==> config.mk <==
export PLATFORM = sky130hd
export DESIGN_NAME = ctr_stream_out
export DESIGN_NICKNAME = d
export VERILOG_FILES = /design/src/rtl/ctr_stream_out.sv
export SDC_FILE = /design/constraint.sdc
export NUM_CORES = 1
export LEC_CHECK = 0
export ABC_AREA = 1
export BUFFER_PORTS_ARGS = -buffer_cell sky130_fd_sc_hd__clkbuf_2
export CAP_MARGIN = 0
export CORE_ASPECT_RATIO = 0.5
export CORE_UTILIZATION = 30
export DETAILED_ROUTE_END_ITERATION = 16
export GPL_ROUTABILITY_DRIVEN = 0
export HOLD_SLACK_MARGIN = 0.03
export PLACE_DENSITY = 0.45
export SYNTH_ARGS = -nofsm -noshare
export SYNTH_HDL_FRONTEND = slang
export SYNTH_SLANG_ARGS = --single-unit
==> constraint.sdc <==
create_clock -name clk -period 4.5 [get_ports clk]
set_clock_uncertainty 0.05 [all_clocks]
set_input_delay 1.35 -clock clk [delete_from_list [all_inputs] [get_ports clk]]
set_output_delay 1.35 -clock clk [all_outputs]
set_load 0.02 [all_outputs]
==> src/rtl/ctr_stream_out.sv <==
// ---------------------------------------------------------------------------
// ctr_stream_out
//
// Buffers iteration counts from the mandelbrot core in a small show-ahead
// FIFO and tags each word with its frame position. The position (x, y)
// advances on every new_ctr strobe, even when the pixel has to be dropped
// because the FIFO is full, so the tags stay aligned with the raster.
//
// Ports:
//   clk        - the one clock
//   rst_n      - synchronous, active-low reset
//   ctr_in     - iteration count from the core
//   new_ctr    - one-cycle strobe, ctr_in valid this cycle
//   out_ready  - consumer accepts the current word
//   out_valid  - a word is available (FIFO not empty)
//   out_ctr    - oldest buffered iteration count
//   out_max    - oldest count is saturated (all ones)
//   out_sof    - oldest word is pixel (0,0)
//   out_eol    - oldest word is the last pixel of its line
//   overflow   - sticky flag, at least one pixel was dropped
//   fill       - current FIFO occupancy
// ---------------------------------------------------------------------------
module ctr_stream_out #(
   parameter int CTRWIDTH = 7,
   parameter int WIDTH    = 64,
   parameter int HEIGHT   = 64,
   parameter int DEPTH    = 4
) (
   input  logic                     clk,
   input  logic                     rst_n,
   input  logic [CTRWIDTH-1:0]      ctr_in,
   input  logic                     new_ctr,
   input  logic                     out_ready,
   output logic                     out_valid,
   output logic [CTRWIDTH-1:0]      out_ctr,
   output logic                     out_max,
   output logic                     out_sof,
   output logic                     out_eol,
   output logic                     overflow,
   output logic [$clog2(DEPTH):0]   fill
);

   localparam int AW = $clog2(DEPTH);
   localparam int FW = AW + 1;
   localparam int XW = (WIDTH  > 1) ? $clog2(WIDTH)  : 1;
   localparam int YW = (HEIGHT > 1) ? $clog2(HEIGHT) : 1;

   localparam logic [XW-1:0] X_LAST = XW'(WIDTH - 1);
   localparam logic [YW-1:0] Y_LAST = YW'(HEIGHT - 1);
   localparam logic [FW-1:0] FULL   = FW'(DEPTH);

   typedef struct packed {
      logic                max;
      logic                sof;
      logic                eol;
      logic [CTRWIDTH-1:0] ctr;
   } entry_t;

   logic [XW-1:0] x;
   logic [YW-1:0] y;

   entry_t        mem [DEPTH];
   entry_t        wr_entry;
   entry_t        rd_entry;

   logic [AW-1:0] wr_ptr;
   logic [AW-1:0] rd_ptr;
   logic [FW-1:0] count;

   logic          empty;
   logic          full;
   logic          push;
   logic          pop;
   logic          drop;

   // Handshake decode. A full FIFO can still accept a pixel when the
   // consumer pops in the same cycle, which is why push looks at pop.
   // The entry tags use the position before this cycle's increment.
   always_comb begin
      empty        = (count == '0);
      full         = (count == FULL);
      pop          = !empty && out_ready;
      push         = new_ctr && (!full || pop);
      drop         = new_ctr && !push;
      wr_entry.ctr = ctr_in;
      wr_entry.max = &ctr_in;
      wr_entry.sof = (x == '0) && (y == '0);
      wr_entry.eol = (x == X_LAST);
   end

   // Raster position: advances on every strobe, stored or dropped, so the
   // first pixel after a drop still lands at the right place in the frame.
   always_ff @(posedge clk) begin
      if (!rst_n) begin
         x <= '0;
         y <= '0;
      end else if (new_ctr) begin
         if (x == X_LAST) begin
            x <= '0;
            if (y == Y_LAST) begin
               y <= '0;
            end else begin
               y <= y + 1'b1;
            end
         end else begin
            x <= x + 1'b1;
         end
      end
   end

   // FIFO bookkeeping. Pointers wrap naturally because DEPTH is a power of
   // two; the separate count distinguishes full from empty when they meet.
   always_ff @(posedge clk) begin
      if (!rst_n) begin
         wr_ptr   <= '0;
         rd_ptr   <= '0;
         count    <= '0;
         overflow <= 1'b0;
      end else begin
         if (push) begin
            wr_ptr <= wr_ptr + 1'b1;
         end
         if (pop) begin
            rd_ptr <= rd_ptr + 1'b1;
         end
         case ({push, pop})
            2'b10:   count <= count + 1'b1;
            2'b01:   count <= count - 1'b1;
            default: count <= count;
         endcase
         if (drop) begin
            overflow <= 1'b1;
         end
      end
   end

   // Storage array needs no reset: its contents are never visible while
   // the FIFO is empty, and reset always empties it.
   always_ff @(posedge clk) begin
      if (rst_n && push) begin
         mem[wr_ptr] <= wr_entry;
      end
   end

   // Show-ahead output: the oldest entry is always on the bus, and the data
   // outputs are forced to zero when there is nothing valid to show.
   always_comb begin
      rd_entry  = mem[rd_ptr];
      out_valid = !empty;
      out_ctr   = '0;
      out_max   = 1'b0;
      out_sof   = 1'b0;
      out_eol   = 1'b0;
      if (!empty) begin
         out_ctr = rd_entry.ctr;
         out_max = rd_entry.max;
         out_sof = rd_entry.sof;
         out_eol = rd_entry.eol;
      end
      fill = count;
   end

endmodule

; Word level (Yosys, flattened, before mapping)
; Memory sizes are Yosys's and may differ from the RTL's. A register that Yosys moved wholly into a read port is not among the register bits.
; Cells that the tools add are included.
[word_totals]
ff_bits = 20
ram_bits = 40
inputBits = 11
out_inout_bits = 15
word_cells = 44
memories = 1
[mem_list]
columns = memory, depth, word_bits, read_ports, rd_ports_with_merged_regs, wr, line
row1 = mem, 4, 10, 1, 1, 1, 62  ; entry_t mem [DEPTH];
[op_classes]
addsub = 6
eq_ne = 5
mux = 11
n_reduce_logical = 15
[ops]
columns = cell, n
row1 = $add A6 B1 Y6 const B, 2
row2 = $eq A6 B6 Y1 const B, 2
row3 = $logic_not A6 Y1, 2
row4 = $mux W6, 2
row5 = $mux W7, 1
row6 = $reduce_and A7 Y1, 1
row7 = $pmux W3 S2, 1
row8 = $logic_and A1 B1 Y1, 5
row9 = $mux W1, 5
row10 = $add A2 B1 Y2 const B, 2
row11 = $mux W2, 2
row12 = $add A3 B1 Y3 const B, 1
row13 = $eq A3 B3 Y1 const B, 1
row14 = $logic_not A1 Y1, 3
row15 = $logic_not A3 Y1, 1
row16 = $sub A3 B1 Y3 const B, 1
row17 = $eq A2 B1 Y1 const B, 1
row18 = $eq A2 B2 Y1 const B, 1
row19 = $reduce_and A2 Y1, 1
row20 = $reduce_bool A2 Y1, 1
row21 = $logic_or A1 B1 Y1, 1

; Logic depth before layout (Yosys ltp)
[logic_depth]
word_depth = 8
depth_mapped = 11
ltp_nobuf = 11

; Least setup slack after synthesis
; Ideal clock, no wire load.
[synth_path]
path_type = flip-flop to output port
start = register count[2], in the netlist fill[2]
end = output out_ctr[0]
arrival_ns = 1.310
required_time_ns = 3.100
setup_slack_ns = 1.790
stages_incl_launch_ff = 5
cell_sequence = dfxtp_1 inv_1 nand2_2 clkinv_1 a21oi_1
[synth_via]
elab_chain_cells = 2
[synth_rtl]
columns = item, line
row1 = from (decl), 68  ; logic [FW-1:0] count;
row2 = from (signal assigned), 127  ; 2'b10: count <= count + 1'b1;
row3 = from (signal assigned), 128  ; 2'b01: count <= count - 1'b1;
row4 = from (signal assigned), 129  ; default: count <= count;
row5 = $logic_not A3 Y1, 80  ; empty = (count == '0);
row6 = $mux W7, 154  ; if (!empty) begin
row7 = to (decl), 35  ; output logic [CTRWIDTH-1:0] out_ctr,
; No other way between the ends.

==> metrics.yaml <==
status: "complete, no violations"
worstPathArrival_ns: 2.13
synth_compound_area_frac: 0.106
crit_chain: "inv_1 -> o21ai_0 -> a21oi_1 -> clkbuf_2"
r2r-start: "fill[2]"
clock-sinks: 62
avgSynthCellArea_um2: 9.86
cts_buffers: 9
io_buffers: 25
dieArea_mm2: 0.00941
postCtsResizedCells: 0
syn_area_mm2: 0.00270
p_total_mw: 1.58
finalMaxSlewViolations: 0
ys.warnings.count: 0
antenna_found_initial: 0
powerDensity_mw_per_mm2: 489
grt_max_degree: 22
clkLatencyLatePin_ns: 0.33
drc_errors: 0
power_leakage_nw: 1.27
clkSlewWorstSetupHoldPaths_ns: 0.05
hold_buffers: 0
synth_top_area_share: 0.445
grt_pass1_wl_um: 9310
ys_ff_latch: 62
postRouteAntennaNets: 0
critPathSlowestCell: "dfxtp_1"
grt_usage: 0.134
critPathKind: "flop to output port"
hp-class: "flop to flop"
nNetsFinal: 324
syn_to_final_growth_pct: 19.9
critical_path_buf_inv_count: 2
clock-root-buffer: "clkbuf_16"
final_common_cell: "nor2_1"
cts_setup_buffers: 0
finalCritPeriodShare: 0.784
layout-drive-gt1-share: 0.168
rsz0062_at_grt: "no"
dieHeight_um: 69.1
die_w_um: 136
gr-total-overflow: 0
cts.path.max_buffers: 2
synth_fa_ha_area_frac: 0.0445
muxShareOfSynthArea: 0
fin_area_mm2: 0.00324
rows: 24
finish.utilization: 0.372
finalSetupTns_ns: 0
synth_area_leaders: "edfxtp_1 (44%), dfxtp_1 (16%), nor2_1 (8.2%), o21ai_0 (5.4%), a21oi_1 (3.9%)"
hpwl_um: 3740
final_cell_mix: "nor2_1 (59), edfxtp_1 (40), o21ai_0 (29)"
syn_inst: 274
yosys.area_share.simple: 0.180
initial_core_util: 0.310
cp_top_family: "flip-flops"
required_ns: 3.10
io_pins: 26
fillers: 884
synth_top_family_by_area: "simple AND/OR/NAND/NOR gates"
fmax_mhz: 283
wire_per_inst_um: 13.2
slew_headroom: 0.283
fin_crit_ns: 3.53
core_area_mm2: 0.00871
cap_viol_max_count: 0
startpoint_type: "flop"
worst-slew-pin-transition_ns: 1.07
synth_fp_nets: 294
dr.pass1.iters: 4
vdd_drop_max_v: 0.000180
cts_tree: "built"
antenna_cells: 0
yosysTopAreaCell: "edfxtp_1"
cp-end-kind: "output port"
grt_pass1_vias: 1846
htree_levels: 3
seq_area_frac_synth: 0.608
slowest_delay_ns: 0.78
hold_viol: 0
routed_wl_um: 5620
dpl_cell_area_mm2: 0.00295
path_max_fanout: 21
drt-initial-drc-count: 154
yosysUniqueCellTypes: 32
synth-xor-area-share: 0.0130
vias_per_cell: 4.45
dr_total_vias: 1896
worstHoldStart: "overflow"
setup_violations: 0
==> layer usage <==
metal | share of wire | vias to the layer above | GRT usage
met5 | 0 | - | 0
li1 | - | 985 | -
met3 | 0.044 | 4 | 0.0456
met2 | 0.45 | 35 | 0.198
met4 | 0.0061 | 0 | 0.0444
met1 | 0.50 | 872 | 0.182
==> worst paths after layout <==
| path | endpoint | depth (start not counted) | slack, ns |
|---|---|---|---|
| worst max-delay path | out_max | 4 | 0.97 |
| worst min-delay path | overflow | 1 | 0.43 |
| worst max register to register | mem[1][0] | 5 | 2.35 |
| worst min register to register | overflow | 1 | 0.43 |
==> power by group <==
group | leakage, nW | internal [mW] | switching (mW) | total, mW
clock network | 0.143 | 0.424 | 0.245 | 0.668
registers | 0.546 | 0.633 | 0.0267 | 0.659
logic | 0.580 | 0.0778 | 0.178 | 0.256
total | 1.27 | 1.13 | 0.450 | 1.58
==> cells in the mapped netlist <==
master	n
a21boi_1	1
o21a_1	1
nor3_1	3
clkinv_1	2
nor2_1	59
nand2_4	1
edfxtp_1	40
inv_1	26
nand2_2	4
nand2_1	20
nor3b_1	1
nor2_4	1
fa_1	1
xor2_1	3
nor2_2	2
o21ai_0	29
nand3_1	10
nor4_1	1
clkbuf_1	5
a31oi_1	1
o21ai_1	1
inv_2	1
dfxtp_1	22
nand4_1	4
ha_1	8
buf_2	1
nor3_2	1
and2_1	1
nand3_2	1
a21oi_1	21
a21oi_2	1
xnor2_1	1
==> cell families (layout without fill, tap and decap cells) <==
| kind of cell | after synthesis | in the layout |
|---|---|---|
| compound gates | 55 | 55 |
| xor+xnor | 4 | 4 |
| fa+ha+maj | 9 | 9 |
| buf+inv | 35 | 70 |
| flops | 62 | 62 |
| simple gates | 109 | 109 |
==> cell type report <==
class / count / area [um2] / area share
multi-input combinational: 177 / 927 / 0.286
clock buffer: 9 / 225 / 0.0695
sequential: 62 / 1640 / 0.507
inverter: 29 / 109 / 0.0336
clock inverter: 7 / 65.1 / 0.0201
tap: 117 / 146 / 0.0452
timing repair buffer: 25 / 125 / 0.0386
==> stage by stage <==
| step | hold slack (ns) | setup slack (ns) | cells |
|---|---|---|---|
| global route | 0.444 | 0.652 | 426 |
| floorplan | 0.404 | 1.79 | 274 |
| finish | 0.433 | 0.970 | 426 |
| detailed placement | 0.416 | 1.23 | 410 |
| CTS | 0.437 | 0.910 | 426 |
| global placement | 0.418 | 1.25 | 410 |
==> flip-flops by register name, summed over array words and instances, names as in the netlist, named ones only <==
| register | count |
|---|---|
| mem | 40 |
| x | 6 |
| y | 6 |
| fill | 3 |
| rd_ptr | 2 |
| wr_ptr | 2 |
| overflow | 1 |
Note: power is estimated with default switching activity, not from simulation.
